$ cat src/rtl/fp32_mul_pkg.sv
// Shared constants and types for the FP32 multiplier normalize/round stage.
// Class codes, flag bit positions and exponent helper constants live here.
package fp32_mul_pkg;

    localparam int unsigned MANT_W = 24;
    localparam int unsigned EXP_W  = 8;
    localparam int          BIAS   = 127;

    localparam int unsigned PROD_W = 2 * MANT_W;
    localparam int unsigned FRAC_W = MANT_W - 1;
    // Two extra bits so the unbiased-sum exponent can go negative or past 255.
    localparam int unsigned E_W    = EXP_W + 2;

    localparam logic signed [E_W-1:0] BIAS_E  = E_W'(BIAS);
    localparam logic signed [E_W-1:0] EXP_SAT = E_W'((1 << EXP_W) - 1);
    localparam logic signed [E_W-1:0] EXP_INC = E_W'(1);
    localparam logic signed [E_W-1:0] EXP_MIN = '0;

    typedef enum logic [1:0] {
        CLS_NORM = 2'b00,
        CLS_ZERO = 2'b01,
        CLS_INF  = 2'b10,
        CLS_NAN  = 2'b11
    } cls_e;

    localparam logic [31:0] QNAN = 32'h7FC00000;

    localparam int unsigned FLAG_INVALID   = 3;
    localparam int unsigned FLAG_OVERFLOW  = 2;
    localparam int unsigned FLAG_UNDERFLOW = 1;
    localparam int unsigned FLAG_INEXACT   = 0;

endpackage

$ cat src/rtl/fp32_mul_norm_round_if.sv
// Valid/ready bus into and out of the normalize/round stage.
// master drives the input beat and out_ready; slave is the stage itself.
interface fp32_mul_norm_round_if;
    import fp32_mul_pkg::*;

    logic                in_valid;
    logic                in_ready;
    logic                in_sign;
    logic [EXP_W-1:0]    in_exp_a;
    logic [EXP_W-1:0]    in_exp_b;
    logic [PROD_W-1:0]   in_sum;
    logic [PROD_W-1:0]   in_carry;
    logic [1:0]          in_cls;
    logic                out_valid;
    logic                out_ready;
    logic [31:0]         out_result;
    logic [3:0]          out_flags;

    modport master (
        output in_valid, in_sign, in_exp_a, in_exp_b, in_sum, in_carry, in_cls, out_ready,
        input  in_ready, out_valid, out_result, out_flags
    );

    modport slave (
        input  in_valid, in_sign, in_exp_a, in_exp_b, in_sum, in_carry, in_cls, out_ready,
        output in_ready, out_valid, out_result, out_flags
    );

endinterface

$ cat src/rtl/fp_round_rne.sv
// Combinational normalize, round-to-nearest-even, exponent range check and FP32 pack.
// Special classes bypass the arithmetic entirely.
module fp_round_rne
    import fp32_mul_pkg::*;
(
    input  logic                  sign_i,
    input  logic [1:0]            cls_i,
    input  logic [PROD_W-1:0]     prod_i,
    input  logic signed [E_W-1:0] exp_i,
    output logic [31:0]           result_o,
    output logic [3:0]            flags_o
);

    logic [FRAC_W-1:0]     mant_pre;
    logic [FRAC_W-1:0]     mant_rnd;
    logic                  guard;
    logic                  sticky;
    logic                  round_up;
    logic                  carry;
    logic                  inexact;
    logic signed [E_W-1:0] exp_n;
    logic signed [E_W-1:0] exp_r;

    always_comb begin
        // Product of two normals is in [1,4): top bit picks the 1-bit shift.
        if (prod_i[PROD_W-1]) begin
            mant_pre = prod_i[PROD_W-2 -: FRAC_W];
            guard    = prod_i[PROD_W-2-FRAC_W];
            sticky   = |prod_i[PROD_W-3-FRAC_W:0];
            exp_n    = exp_i + EXP_INC;
        end else begin
            mant_pre = prod_i[PROD_W-3 -: FRAC_W];
            guard    = prod_i[PROD_W-3-FRAC_W];
            sticky   = |prod_i[PROD_W-4-FRAC_W:0];
            exp_n    = exp_i;
        end

        round_up          = guard & (sticky | mant_pre[0]);
        {carry, mant_rnd} = {1'b0, mant_pre} + {{FRAC_W{1'b0}}, round_up};
        exp_r             = carry ? exp_n + EXP_INC : exp_n;
        inexact           = guard | sticky;

        result_o = '0;
        flags_o  = '0;
        unique case (cls_e'(cls_i))
            CLS_NORM: begin
                if (exp_r >= EXP_SAT) begin
                    result_o                = {sign_i, {EXP_W{1'b1}}, {FRAC_W{1'b0}}};
                    flags_o[FLAG_OVERFLOW]  = 1'b1;
                    flags_o[FLAG_INEXACT]   = 1'b1;
                end else if (exp_r <= EXP_MIN) begin
                    // No subnormal support: flush to signed zero.
                    result_o                = {sign_i, {(31){1'b0}}};
                    flags_o[FLAG_UNDERFLOW] = 1'b1;
                    flags_o[FLAG_INEXACT]   = 1'b1;
                end else begin
                    result_o              = {sign_i, exp_r[EXP_W-1:0], mant_rnd};
                    flags_o[FLAG_INEXACT] = inexact;
                end
            end
            CLS_ZERO: result_o = {sign_i, {(31){1'b0}}};
            CLS_INF:  result_o = {sign_i, {EXP_W{1'b1}}, {FRAC_W{1'b0}}};
            CLS_NAN: begin
                result_o              = QNAN;
                flags_o[FLAG_INVALID] = 1'b1;
            end
            default: result_o = '0;
        endcase
    end

endmodule

$ cat src/rtl/fp32_mul_norm_round.sv
// Two-stage valid/ready pipeline: stage 1 resolves the redundant product and exponent,
// stage 2 registers the rounded, packed FP32 result and flags.
module fp32_mul_norm_round
    import fp32_mul_pkg::*;
(
    input  logic                  clk,
    input  logic                  rst,
    fp32_mul_norm_round_if.slave  bus
);

    logic                  s2_en;
    logic                  s1_en;

    logic                  s1_valid_q, s1_valid_d;
    logic                  s1_sign_q,  s1_sign_d;
    logic [1:0]            s1_cls_q,   s1_cls_d;
    logic [PROD_W-1:0]     s1_p_q,     s1_p_d;
    logic signed [E_W-1:0] s1_e_q,     s1_e_d;

    logic                  out_valid_q,  out_valid_d;
    logic [31:0]           out_result_q, out_result_d;
    logic [3:0]            out_flags_q,  out_flags_d;

    logic [31:0]           rnd_result;
    logic [3:0]            rnd_flags;

    fp_round_rne u_round (
        .sign_i   (s1_sign_q),
        .cls_i    (s1_cls_q),
        .prod_i   (s1_p_q),
        .exp_i    (s1_e_q),
        .result_o (rnd_result),
        .flags_o  (rnd_flags)
    );

    always_comb begin
        s2_en = !out_valid_q | bus.out_ready;
        s1_en = !s1_valid_q | s2_en;

        s1_valid_d = s1_en ? bus.in_valid : s1_valid_q;
        s1_sign_d  = s1_sign_q;
        s1_cls_d   = s1_cls_q;
        s1_p_d     = s1_p_q;
        s1_e_d     = s1_e_q;
        if (s1_en && bus.in_valid) begin
            s1_sign_d = bus.in_sign;
            s1_cls_d  = bus.in_cls;
            s1_p_d    = bus.in_sum + bus.in_carry;
            s1_e_d    = signed'({2'b00, bus.in_exp_a}) + signed'({2'b00, bus.in_exp_b}) - BIAS_E;
        end

        // Output data only moves when a new beat lands, so it holds under backpressure.
        out_valid_d  = s2_en ? s1_valid_q : out_valid_q;
        out_result_d = out_result_q;
        out_flags_d  = out_flags_q;
        if (s2_en && s1_valid_q) begin
            out_result_d = rnd_result;
            out_flags_d  = rnd_flags;
        end
    end

    always_ff @(posedge clk or negedge rst) begin
        if (!rst) begin
            s1_valid_q   <= 1'b0;
            s1_sign_q    <= 1'b0;
            s1_cls_q     <= '0;
            s1_p_q       <= '0;
            s1_e_q       <= '0;
            out_valid_q  <= 1'b0;
            out_result_q <= '0;
            out_flags_q  <= '0;
        end else begin
            s1_valid_q   <= s1_valid_d;
            s1_sign_q    <= s1_sign_d;
            s1_cls_q     <= s1_cls_d;
            s1_p_q       <= s1_p_d;
            s1_e_q       <= s1_e_d;
            out_valid_q  <= out_valid_d;
            out_result_q <= out_result_d;
            out_flags_q  <= out_flags_d;
        end
    end

    assign bus.in_ready   = s1_en;
    assign bus.out_valid  = out_valid_q;
    assign bus.out_result = out_result_q;
    assign bus.out_flags  = out_flags_q;

endmodule

$ cat src/flat_wrapper.sv
// flat-port wrapper written by rule: the top's interface ports become plain ports
module fp32_mul_norm_round_flat import fp32_mul_pkg::*;
  (clk, rst, bus_in_valid, bus_in_sign, bus_in_exp_a, bus_in_exp_b, bus_in_sum, bus_in_carry, bus_in_cls, bus_out_ready, bus_in_ready, bus_out_valid, bus_out_result, bus_out_flags);
  fp32_mul_norm_round_if bus_i ();
  input  logic clk;
  input  logic rst;
  input wire logic [$bits(bus_i.in_valid)-1:0] bus_in_valid;
  input wire logic [$bits(bus_i.in_sign)-1:0] bus_in_sign;
  input wire logic [$bits(bus_i.in_exp_a)-1:0] bus_in_exp_a;
  input wire logic [$bits(bus_i.in_exp_b)-1:0] bus_in_exp_b;
  input wire logic [$bits(bus_i.in_sum)-1:0] bus_in_sum;
  input wire logic [$bits(bus_i.in_carry)-1:0] bus_in_carry;
  input wire logic [$bits(bus_i.in_cls)-1:0] bus_in_cls;
  input wire logic [$bits(bus_i.out_ready)-1:0] bus_out_ready;
  output wire logic [$bits(bus_i.in_ready)-1:0] bus_in_ready;
  output wire logic [$bits(bus_i.out_valid)-1:0] bus_out_valid;
  output wire logic [$bits(bus_i.out_result)-1:0] bus_out_result;
  output wire logic [$bits(bus_i.out_flags)-1:0] bus_out_flags;
  assign bus_i.in_valid = bus_in_valid;
  assign bus_i.in_sign = bus_in_sign;
  assign bus_i.in_exp_a = bus_in_exp_a;
  assign bus_i.in_exp_b = bus_in_exp_b;
  assign bus_i.in_sum = bus_in_sum;
  assign bus_i.in_carry = bus_in_carry;
  assign bus_i.in_cls = bus_in_cls;
  assign bus_i.out_ready = bus_out_ready;
  assign bus_in_ready = bus_i.in_ready;
  assign bus_out_valid = bus_i.out_valid;
  assign bus_out_result = bus_i.out_result;
  assign bus_out_flags = bus_i.out_flags;
  fp32_mul_norm_round u_core (.clk(clk), .rst(rst), .bus(bus_i));
endmodule
$ cat config.mk
export PLATFORM = sky130hd
export DESIGN_NAME = fp32_mul_norm_round_flat
export DESIGN_NICKNAME = d
export VERILOG_FILES = /design/src/rtl/fp32_mul_pkg.sv /design/src/rtl/fp32_mul_norm_round_if.sv /design/src/rtl/fp_round_rne.sv /design/src/rtl/fp32_mul_norm_round.sv /design/src/flat_wrapper.sv
export SDC_FILE = /design/constraint.sdc
export NUM_CORES = 1
export LEC_CHECK = 0
export CORE_MARGIN = 5
export CORE_UTILIZATION = 52
export CTS_BUF_LIST = sky130_fd_sc_hd__clkbuf_8
export CTS_CLUSTER_SIZE = 28
export DETAILED_ROUTE_END_ITERATION = 8
export GPL_ROUTABILITY_DRIVEN = 0
export PLACE_DENSITY = 0.79
export RECOVER_POWER = 100
export SLEW_MARGIN = 20
export SYNTH_ARGS = -nofsm -noshare
export SYNTH_HDL_FRONTEND = slang
export SYNTH_SLANG_ARGS = --single-unit
$ cat constraint.sdc
create_clock -name clk -period 5.47 [get_ports clk]
set_input_delay 1.094 -clock clk [delete_from_list [all_inputs] [get_ports clk]]
set_output_delay 1.094 -clock clk [all_outputs]
set_load 0.1 [all_outputs]
Word-level counts from Yosys, hierarchy flattened
Index checks and enable logic that the tools add are counted.
{ "word_totals": {"wordCells": 46, "output_inout_bits": 38, "in_bits": 119, "regBits": 99} }
{ "classes": {"addsub": 6, "muxes": 15, "reduce_logical": 7, "bitwise_logic": 5, "order_cmp": 2, "n_eq_ne": 3} }
{ "op_table": {"columns": ["op", "n"], "rows": [
  ["case mux 32 bit (4 select lines)", 1],
  ["2-to-1 mux 31 bit", 2],
  ["adder 48 bit", 1],
  ["adder 23 x 1 -> 24 bit", 1],
  ["2-to-1 mux 23 bit", 1],
  ["OR reduction 23 bit", 1],
  ["OR reduction 22 bit", 1],
  ["adder 10 x 2 -> 10 bit (second input constant)", 2],
  ["2-to-1 mux 10 bit", 2],
  ["greater-or-equal comparator 10 x 9 -> 1 bit (second input constant)", 1],
  ["less-or-equal comparator 10 x 1 -> 1 bit (second input constant)", 1],
  ["subtractor 10 x 8 -> 10 bit (second input constant)", 1],
  ["adder 8 x 8 -> 9 bit", 1],
  ["2-to-1 mux 1 bit", 8],
  ["equality test 2 bit (second input constant)", 2],
  ["bitwise OR 1 bit", 4],
  ["2-to-1 mux 3 bit", 1],
  ["equality test 2 x 1 -> 1 bit (second input constant)", 1],
  ["logical AND 1 bit", 2],
  ["zero test 1 bit", 2],
  ["zero test 2 bit", 1],
  ["bitwise AND 1 bit", 1]
]} }

Depth between registers and ports, before layout
Gate-level depths: netlist (run 1).
{ "depth": {"word_depth": 10, "depth_mapped": 18, "depth_no_buf": 13} }

Modules after synthesis
Synthesis (run 1) repeated with hierarchy kept, for this count alone.
{ "unflattened": {"cells_unflattened": 1076, "area_unflattened_um2": 8962.3} }
{ "by_module_without_submodules": {"columns": ["mod", "cells_per_inst", "seq_area_each_um2", "n_inst", "area_each_um2"], "rows": [
  ["fp32_mul_norm_round", 734, 2477.4, 1, 6672.6],
  ["fp_round_rne", 342, 0.0, 1, 2289.7]
]} }

Least setup slack after synthesis (run 1)
Ideal clock, no wire load.
{ "synth_timing": {"path_kind": "reg2reg", "startpoint": "reg u_core.s1_p_q[47]", "endpoint": "reg u_core.out_result_q[18] (netlist: u_core.bus.out_result[18])", "arrival_ns": 3.755, "path_buffers": 5, "path_slack_ns": 1.593, "synth_period_minus_slack_ns": 3.877, "path_stages_with_launch": 19, "required_ns": 5.348, "cell_sequence": "dfrtp_1 > buf_4 > buf_2 > buf_1 > clkbuf_1 > clkbuf_1 > nand2_1 > a21boi_0 > ha_1 > nand3_1 > nor2_1 > nand4_1 > nor4_1 > nand3_1 > nor2_1 > nand2_1 > xnor2_1 > mux2i_1 > o21ai_2"} }
{ "synth_via": {"elab_chain_len": 9} }
{ "synth_rtl": {"columns": ["element", "line", "source"], "rows": [
  ["from (decl)", "fp32_mul_norm_round.sv:17", "logic [PROD_W-1:0] s1_p_q, s1_p_d;"],
  ["from (signal assigned)", "fp32_mul_norm_round.sv:76", "s1_p_q <= s1_p_d;"],
  ["2-to-1 mux 1 bit / 2-to-1 mux 23 bit (equally long branches)", "fp_round_rne.sv:26", "if (prod_i[PROD_W-1]) begin"],
  ["bitwise OR 1 bit", "fp_round_rne.sv:38", "round_up = guard & (sticky | mant_pre[0]);"],
  ["bitwise AND 1 bit", "fp_round_rne.sv:38", null],
  ["adder 23 x 1 -> 24 bit", "fp_round_rne.sv:39", "{carry, mant_rnd} = {1'b0, mant_pre} + {{FRAC_W{1'b0}}, round_up};"],
  ["2-to-1 mux 10 bit", "fp_round_rne.sv:40", "exp_r = carry ? exp_n + EXP_INC : exp_n;"],
  ["less-or-equal comparator 10 x 1 -> 1 bit", "fp_round_rne.sv:51", "end else if (exp_r <= EXP_MIN) begin"],
  ["2-to-1 mux 31 bit", "fp_round_rne.sv:51", null],
  ["2-to-1 mux 31 bit (*)", "fp_round_rne.sv:47", "if (exp_r >= EXP_SAT) begin"],
  ["case mux 32 bit (4 select lines) (*)", "fp_round_rne.sv:45", "unique case (cls_e'(cls_i))"],
  ["to (signal assigned)", "fp32_mul_norm_round.sv:79", "out_result_q <= out_result_d;"],
  ["to (decl)", "fp32_mul_norm_round.sv:21", "logic [31:0] out_result_q, out_result_d;"]
]} }
Every way passes the cells marked *; elsewhere a longest branch is shown, timed or not.
A chain may end at the register's enable or synchronous reset.

Final worst setup path (run 1)
{ "layout_timing": {"startpoint": "in bus_in_carry[0]", "endpoint": "reg u_core.s1_p_q[47]"} }
{ "layout_via": {"elab_chain_len": 1} }
{ "layout_rtl": {"columns": ["element", "line", "source"], "rows": [
  ["from (decl)", "flat_wrapper.sv:12", "input wire logic [$bits(bus_i.in_carry)-1:0] bus_in_carry;"],
  ["adder 48 bit", "fp32_mul_norm_round.sv:48", "s1_p_d = bus.in_sum + bus.in_carry;"]
]} }
Every way passes these cells.

==> qor.txt, run 1 <==
status - complete, but fails checks
failing checks - max-capacitance violations, max-slew violations
fmax - 0.219 GHz
Mapped Nets - 1277
Fin. Hold Viols - 0
setup repair bufs after CTS - 0
Critical Path Max Stage Delay - 0.56 ns
Vias - 8258
Ports - 157
area share of the largest cell type after synthesis - 0.284
grt met2 use - 0.367
synth unique cells - 68
Warnings, synthesis - 0
commonest cells in the synthesized netlist - nand2_1 (161), dfrtp_1 (99), o21ai_0 (96)
post-DP HPWL - 17.0 mm
CP Class - input port to register
RSZ-0062 raised after global routing - false
MaxCap Viol Count - 2
Post-synth top flop - dfrtp_1
Initial Util - 0.527
number of remaining DRC errors - 0
total detailed-routing wirelength - 21.9 mm
hold_ws - 0.471 ns
post_cts resized - 0
CTS clk-pin slew, worst paths - 0.09 ns
Final nets - 1388
worst r2r path cells - 9
clk_lat worst skew - 0.38 ns
CTS Buf Count - 9
Slew headroom - -0.245
Pwr per Cell Area - 305 mW/mm^2
Final Skew - 0.0150 ns
vias in the first global route - 7662
Post-synth EDFFs - 0
CP Capture Type - register
global-route wire length before repair - 36.0 mm
most crowded layer after global routing - met2
met1 Track Usage GR - 0.285
# setup viols final - 0
Die Span X - 139 um
Worst Path Required - 5.67 ns
Synth Register Bits - 99
number of routed nets with antenna violations - 0
area leader, netlist - dfrtp_1
largest buffer count on any clock path - 2
count leader, synth - nand2_1
Post-Syn Area - 0.00871 mm^2
sequential share of the synthesized area - 0.284
CTS Sinks - 99
post-synthesis area per instance - 7.94 um^2
initial antenna violation count - 0
count of input and output buffers - 156
Mapped Cells - 1097
M3 GR Usage - 0.0401
Tcrit/Tclk final - 0.835
total track usage - 0.218
Worst Hold Class - register to register
largest net degree at the start of global routing - 120
Pre-Repair DR Iteration Count - 5
share of cells above drive strength 1 - 0.0256
Setup TNS Final - 0 ns
H-Tree Level Count - 3
final instance area - 0.0104 mm^2
Cell Count, Final, Fillers Out - 1433
placed instance area - 0.0103 mm^2
most frequent CP cell - o21ai_0
Die Y - 139 um
Core Area - 0.0165 mm^2
total grt overflow - 0
max-slew violations - 154
hold_buf cts - 0
DR vias/cell - 5.76
Setup crit start kind - input port
Crit path depth - 12
P&R area growth vs syn - 19.6%
fillcell total - 1452
Design Power - 3.18 mW
CP Cell Sequence - dlygate4sd3_1 > ha_1 > a211oi_1 > nor2_1 > o311ai_0 > a21oi_1 > o211ai_1 > o21ai_0 > and3_1 > o21ai_0 > mux2i_1 > o22ai_1
Async SR Flop Fraction - 1.00
Leak - 4.49 nW
crit path DAT - 4.76 ns
worst path bufs/invs - 1
Initial DRC Count - 659
Slowest-stage cell, CP - o311ai_0
minimum clock period - 4.57 ns
Placed Instances - 1417
Worst-Margin Slew - 1.86 ns
CTS tree - built
WL per Instance - 15.3 um
delay-heaviest family, CP - compound AO/OA/AOI/OAI gates
Die Footprint - 0.0194 mm^2
antenna cell count - 0
Cell Rows - 47
CTS root buf - clkbuf_8
Synth area leaders - dfrtp_1 (28%), ha_1 (8.5%), nand2_1 (6.9%), xnor2_1 (5.6%), o21ai_0 (5.5%)
Max VDD drop - 0.239 mV
WHS Path Cells - 2
crit path max fanout - 6
[power by group]
part	switching, mW	internal (mW)
logic	1.06	0.574
clock network	0.257	0.187
registers	0.205	0.892
total	1.53	1.65
[tightest hold or removal path: stages, from the launching register on]
cell,delay (ns)
dfrtp_1,0.35
nand2_1,0.05
nand2_1,0.05
[final cells by class]
cell class / instances / area, um^2 / share of cell area
inverters: 22 / 82.6 / 0.00793
multi-input cells: 916 / 5820 / 0.559
flip-flops and latches: 99 / 2480 / 0.238
well taps: 220 / 275 / 0.0264
repair buffers: 160 / 1580 / 0.152
clock buffers: 11 / 151 / 0.0145
clock inverters: 5 / 28.8 / 0.00276
[per-layer routing]
layer	share of wire	vias to the layer above	wire length, um
met5	0	-	0
met4	0.020	0	432
met2	0.47	271	10200
met3	0.070	29	1540
met1	0.44	3780	9700
li1	-	4178	-
[flip-flops by register name, summed over array words and instances (netlist names)]
signal / cells
u_core.bus.out_flags: 4
u_core.bus.out_result: 32
u_core.bus.out_valid: 1
u_core.s1_cls_q: 2
u_core.s1_e_q: 10
u_core.s1_p_q: 48
u_core.s1_sign_q: 1
u_core.s1_valid_q: 1
[stage by stage]
step / setup WS [ns] / utilization
2_1_floorplan: 1.59 / -
3_3_place_gp: 0.933 / 0.625
3_5_place_dp: 0.769 / 0.625
4_1_cts: 1.19 / 0.636
5_1_grt: 0.619 / 0.630
6_report: 0.904 / 0.630
[cell usage in the layout (no fill, tap or decap), drive strengths merged, types with 10 or more instances in the layout]
cell type,count
o21ai,119
nand4,16
clkbuf,13
dlygate4sd3,41
nor3,17
dfrtp,99
inv,23
nand2b,20
nor2b,10
ha,59
a211oi,12
mux2i,17
clkdlybuf4s50,114
xor2,39
nor4,10
and2,11
a21o,35
o31ai,10
nand2,161
and3,16
a21oi,86
nor2,63
xnor2,56
o21a,10
nand3,49
[cell families (layout without fill, tap and decap cells)]
group / Yosys count / in the layout / synth area share
compound gates: 329 / 329 / 0.237
buf+inv: 82 / 198 / 0.0386
simple gates: 408 / 408 / 0.227
xor+xnor: 95 / 95 / 0.0955
fa+ha+maj: 61 / 61 / 0.0894
mux: 23 / 23 / 0.0273
flops: 99 / 99 / 0.284
[path summary, 6_finish.rpt]
check / endpoint / startpoint / slack, ns
min reg2reg: u_core.bus.out_result[31]$_DFFE_PN0P_ / u_core.bus.out_result[31]$_DFFE_PN0P_ / 0.47
min: u_core.bus.out_result[31]$_DFFE_PN0P_ / u_core.bus.out_result[31]$_DFFE_PN0P_ / 0.47
min in group asynchronous: u_core.bus.out_valid$_DFFE_PN0P_ / rst / 0.82
max reg2reg: u_core.bus.out_result[19]$_DFFE_PN0P_ / u_core.s1_p_q[47]$_DFFE_PN0P_ / 0.96
max in group asynchronous: u_core.s1_valid_q$_DFFE_PN0N_ / rst / 2.61
max: u_core.s1_p_q[47]$_DFFE_PN0P_ / bus_in_carry[0] / 0.90
Power figures use the tool's default switching activity.
==> run 2: changes to the inputs <==
CORE_UTILIZATION = 50   (was 52)
PLACE_DENSITY = 0.8   (was 0.79)
clock period = 3.9 ns   (was 5.47 ns; I/O delays follow)
==> qor.txt, run 2 (synthesized netlist as in run 1, its figures left out) <==
fmax - 0.278 GHz
Worst-Margin Slew - 1.89 ns (+0.0285 ns)
antenna cell count - 0 (unchanged)
minimum clock period - 3.60 ns
CTS root buf - clkbuf_8
Initial Util - 0.507 (-0.0200)
part of the power in combinational logic - 0.521 (+0.006)
Slew headroom - -0.260 (-0.0146)
H-Tree Level Count - 3 (unchanged)
Die Footprint - 0.0202 mm^2 (+3.7%)
Vias - 8426 (+2.0%)
placed instance area - 0.0106 mm^2 (+2.4%)
global-route wire length before repair - 37.2 mm (+3.2%)
status - complete, but fails checks
Leak - 4.63 nW (+3.1%)
Final Skew - 0.0115 ns (-0.00354 ns)
# setup viols final - 0 (unchanged)
number of routed nets with antenna violations - 0 (unchanged)
Fin. Hold Viols - 0 (unchanged)
initial antenna violation count - 0 (unchanged)
RSZ-0062 raised after global routing - false
Setup TNS Final - 0 ns (unchanged)
CTS Sinks - 99 (unchanged)
number of remaining DRC errors - 0 (unchanged)
MaxCap Viol Count - 1 (-1)
post-DP HPWL - 17.9 mm (+5.5%)
total grt overflow - 0 (unchanged)
Setup crit start kind - input port
commonest non-fill, non-tap cell in the layout - nand2_1
Ports - 157 (unchanged)
Cell Int Power - 2.37 mW (+43%)
total track usage - 0.219 (+0.000497)
CTS clk-pin slew, worst paths - 0.09 ns (about the same)
crit path DAT - 3.90 ns (-0.86 ns)
clk_lat worst skew - 0.38 ns (about the same)
setup repair bufs after CTS - 0 (unchanged)
largest net degree at the start of global routing - 79 (-34%)
CP Capture Type - register
Tcrit/Tclk final - 0.923
NetSw - 2.14 mW (+40%)
final instance area - 0.0106 mm^2 (+2.2%)
Core Area - 0.0172 mm^2 (+3.9%)
count of input and output buffers - 156 (unchanged)
Max VDD drop - 0.424 mV (+78%)
Worst Hold Class - register to register
DR vias/cell - 5.73 (-0.60%)
Final nets - 1421 (+2.4%)
total detailed-routing wirelength - 22.2 mm (+1.5%)
WL per Instance - 15.1 um (-1.1%)
CTS Buf Count - 9 (unchanged)
register bank with the most flops - u_core.s1_p_q
Worst Path Required - 4.20 ns (-1.47 ns)
switching share of power - 0.474 (-0.00551)
hold_buf cts - 0 (unchanged)
share of cells above drive strength 1 - 0.0433 (+0.0178)
Die Y - 142 um (+1.8%)
Initial DRC Count - 589 (-11%)
max-slew violations - 79 (-49%)
Die Span X - 142 um (+1.8%)
r2r setup slk - 0.37 ns (-0.59 ns)
max FFs per register - 48 (unchanged)
clock share of power - 0.140 (about the same)
failing checks - max-capacitance violations, max-slew violations
CTS tree - built
Pwr per Cell Area - 424 mW/mm^2 (+39%)
P&R area growth vs syn - 22.2%
vias in the first global route - 7903 (+3.1%)
CP Class - input port to register
Pre-Repair DR Iteration Count - 7 (+2)
crit path max fanout - 4 (-2)
largest buffer count on any clock path - 2 (unchanged)
Sequential Power Share - 0.338 (-0.007)
Cell Rows - 48 (+2.1%)
most frequent cells in the layout - nand2_1 (160), o21ai_0 (116), clkdlybuf4s50_1 (115)
post_cts resized - 0 (unchanged)
[run 2: cell types whose count changed in the layout (fill, tap and decap cells not counted), moves of 2 or more]
| cell | delta |
|---|---|
| clkbuf_1 | +9 |
| inv_1 | +3 |
| dlygate4sd3_1 | -2 |
| and2_1 | -3 |
| o21ai_2 | -2 |
| clkinvlp_4 | -2 |
| buf_4 | +22 |
| and2_0 | +3 |
| clkbuf_8 | -2 |
[run 2: critical path, cell delays in order]
cell and delay, ns:
clkdlybuf4s50_1 0.42, ha_1 0.24, inv_1 0.08, fa_1 0.18, nor2b_1 0.05, o21a_1 0.18, a311o_1 0.37, a31oi_1 0.30
a21oi_1 0.21, a211o_1 0.33, a21oi_1 0.23, clkbuf_4 0.19, o21bai_1 0.08, xnor2_1 0.12, o21ai_0 0.14
[run 2: power by group through the flow]
stage,Sequential [mW],Combinational [mW],Clock [mW]
2_1_floorplan,2.02,1.28,0
3_5_place_dp,1.55,2.42,0
3_3_place_gp,1.53,2.38,0
5_1_grt,1.57,2.55,0.686
4_1_cts,1.53,2.43,0.644
6_report,1.53,2.35,0.632
[run 2: metrics by stage]
step	util	hold slack (ns)	power, mW	instances	setup slack (ns)
after floorplan	-	0.440	3.30	1097	0.0230
after global placement	0.616	0.451	3.92	1455	-0.0216
after detailed placement	0.616	0.456	3.97	1455	-0.0529
after CTS	0.626	0.474	4.60	1471	0.306
after global routing	0.619	0.517	4.81	1471	0.0350
final	0.619	0.465	4.51	1471	0.301
[run 2: final timing paths]
kind | from | end | cells past startpoint
max in group asynchronous | rst | u_core.s1_p_q[11]$_DFFE_PN0P_ | 2
min in group asynchronous | rst | u_core.bus.out_result[26]$_DFFE_PN0P_ | 1
worst min register to register | u_core.bus.out_result[31]$_DFFE_PN0P_ | u_core.bus.out_result[31]$_DFFE_PN0P_ | 2
worst max register to register | u_core.s1_p_q[47]$_DFFE_PN0P_ | u_core.bus.out_result[18]$_DFFE_PN0P_ | 10
worst max-delay path | bus_in_carry[0] | u_core.s1_p_q[34]$_DFFE_PN0P_ | 15
worst min-delay path | u_core.bus.out_result[31]$_DFFE_PN0P_ | u_core.bus.out_result[31]$_DFFE_PN0P_ | 2
[run 2: final cells by class]
class	count	area, um^2
clock buffers	9	124
multi-input cells	916	5830
repair buffers	193	1790
clock inverters	7	55.1
flip-flops and latches	99	2480
well taps	225	282
inverters	22	82.6
fillers	1586	6540
[run 2: per-layer routing]
layer	part of all wire	wire length (um)	track usage	up-vias
met5	0	0	0	-
met4	0.011	255	0.0505	0
met3	0.051	1130	0.0292	20
met2	0.49	10800	0.376	219
met1	0.45	10100	0.295	3954
li1	-	-	-	4233
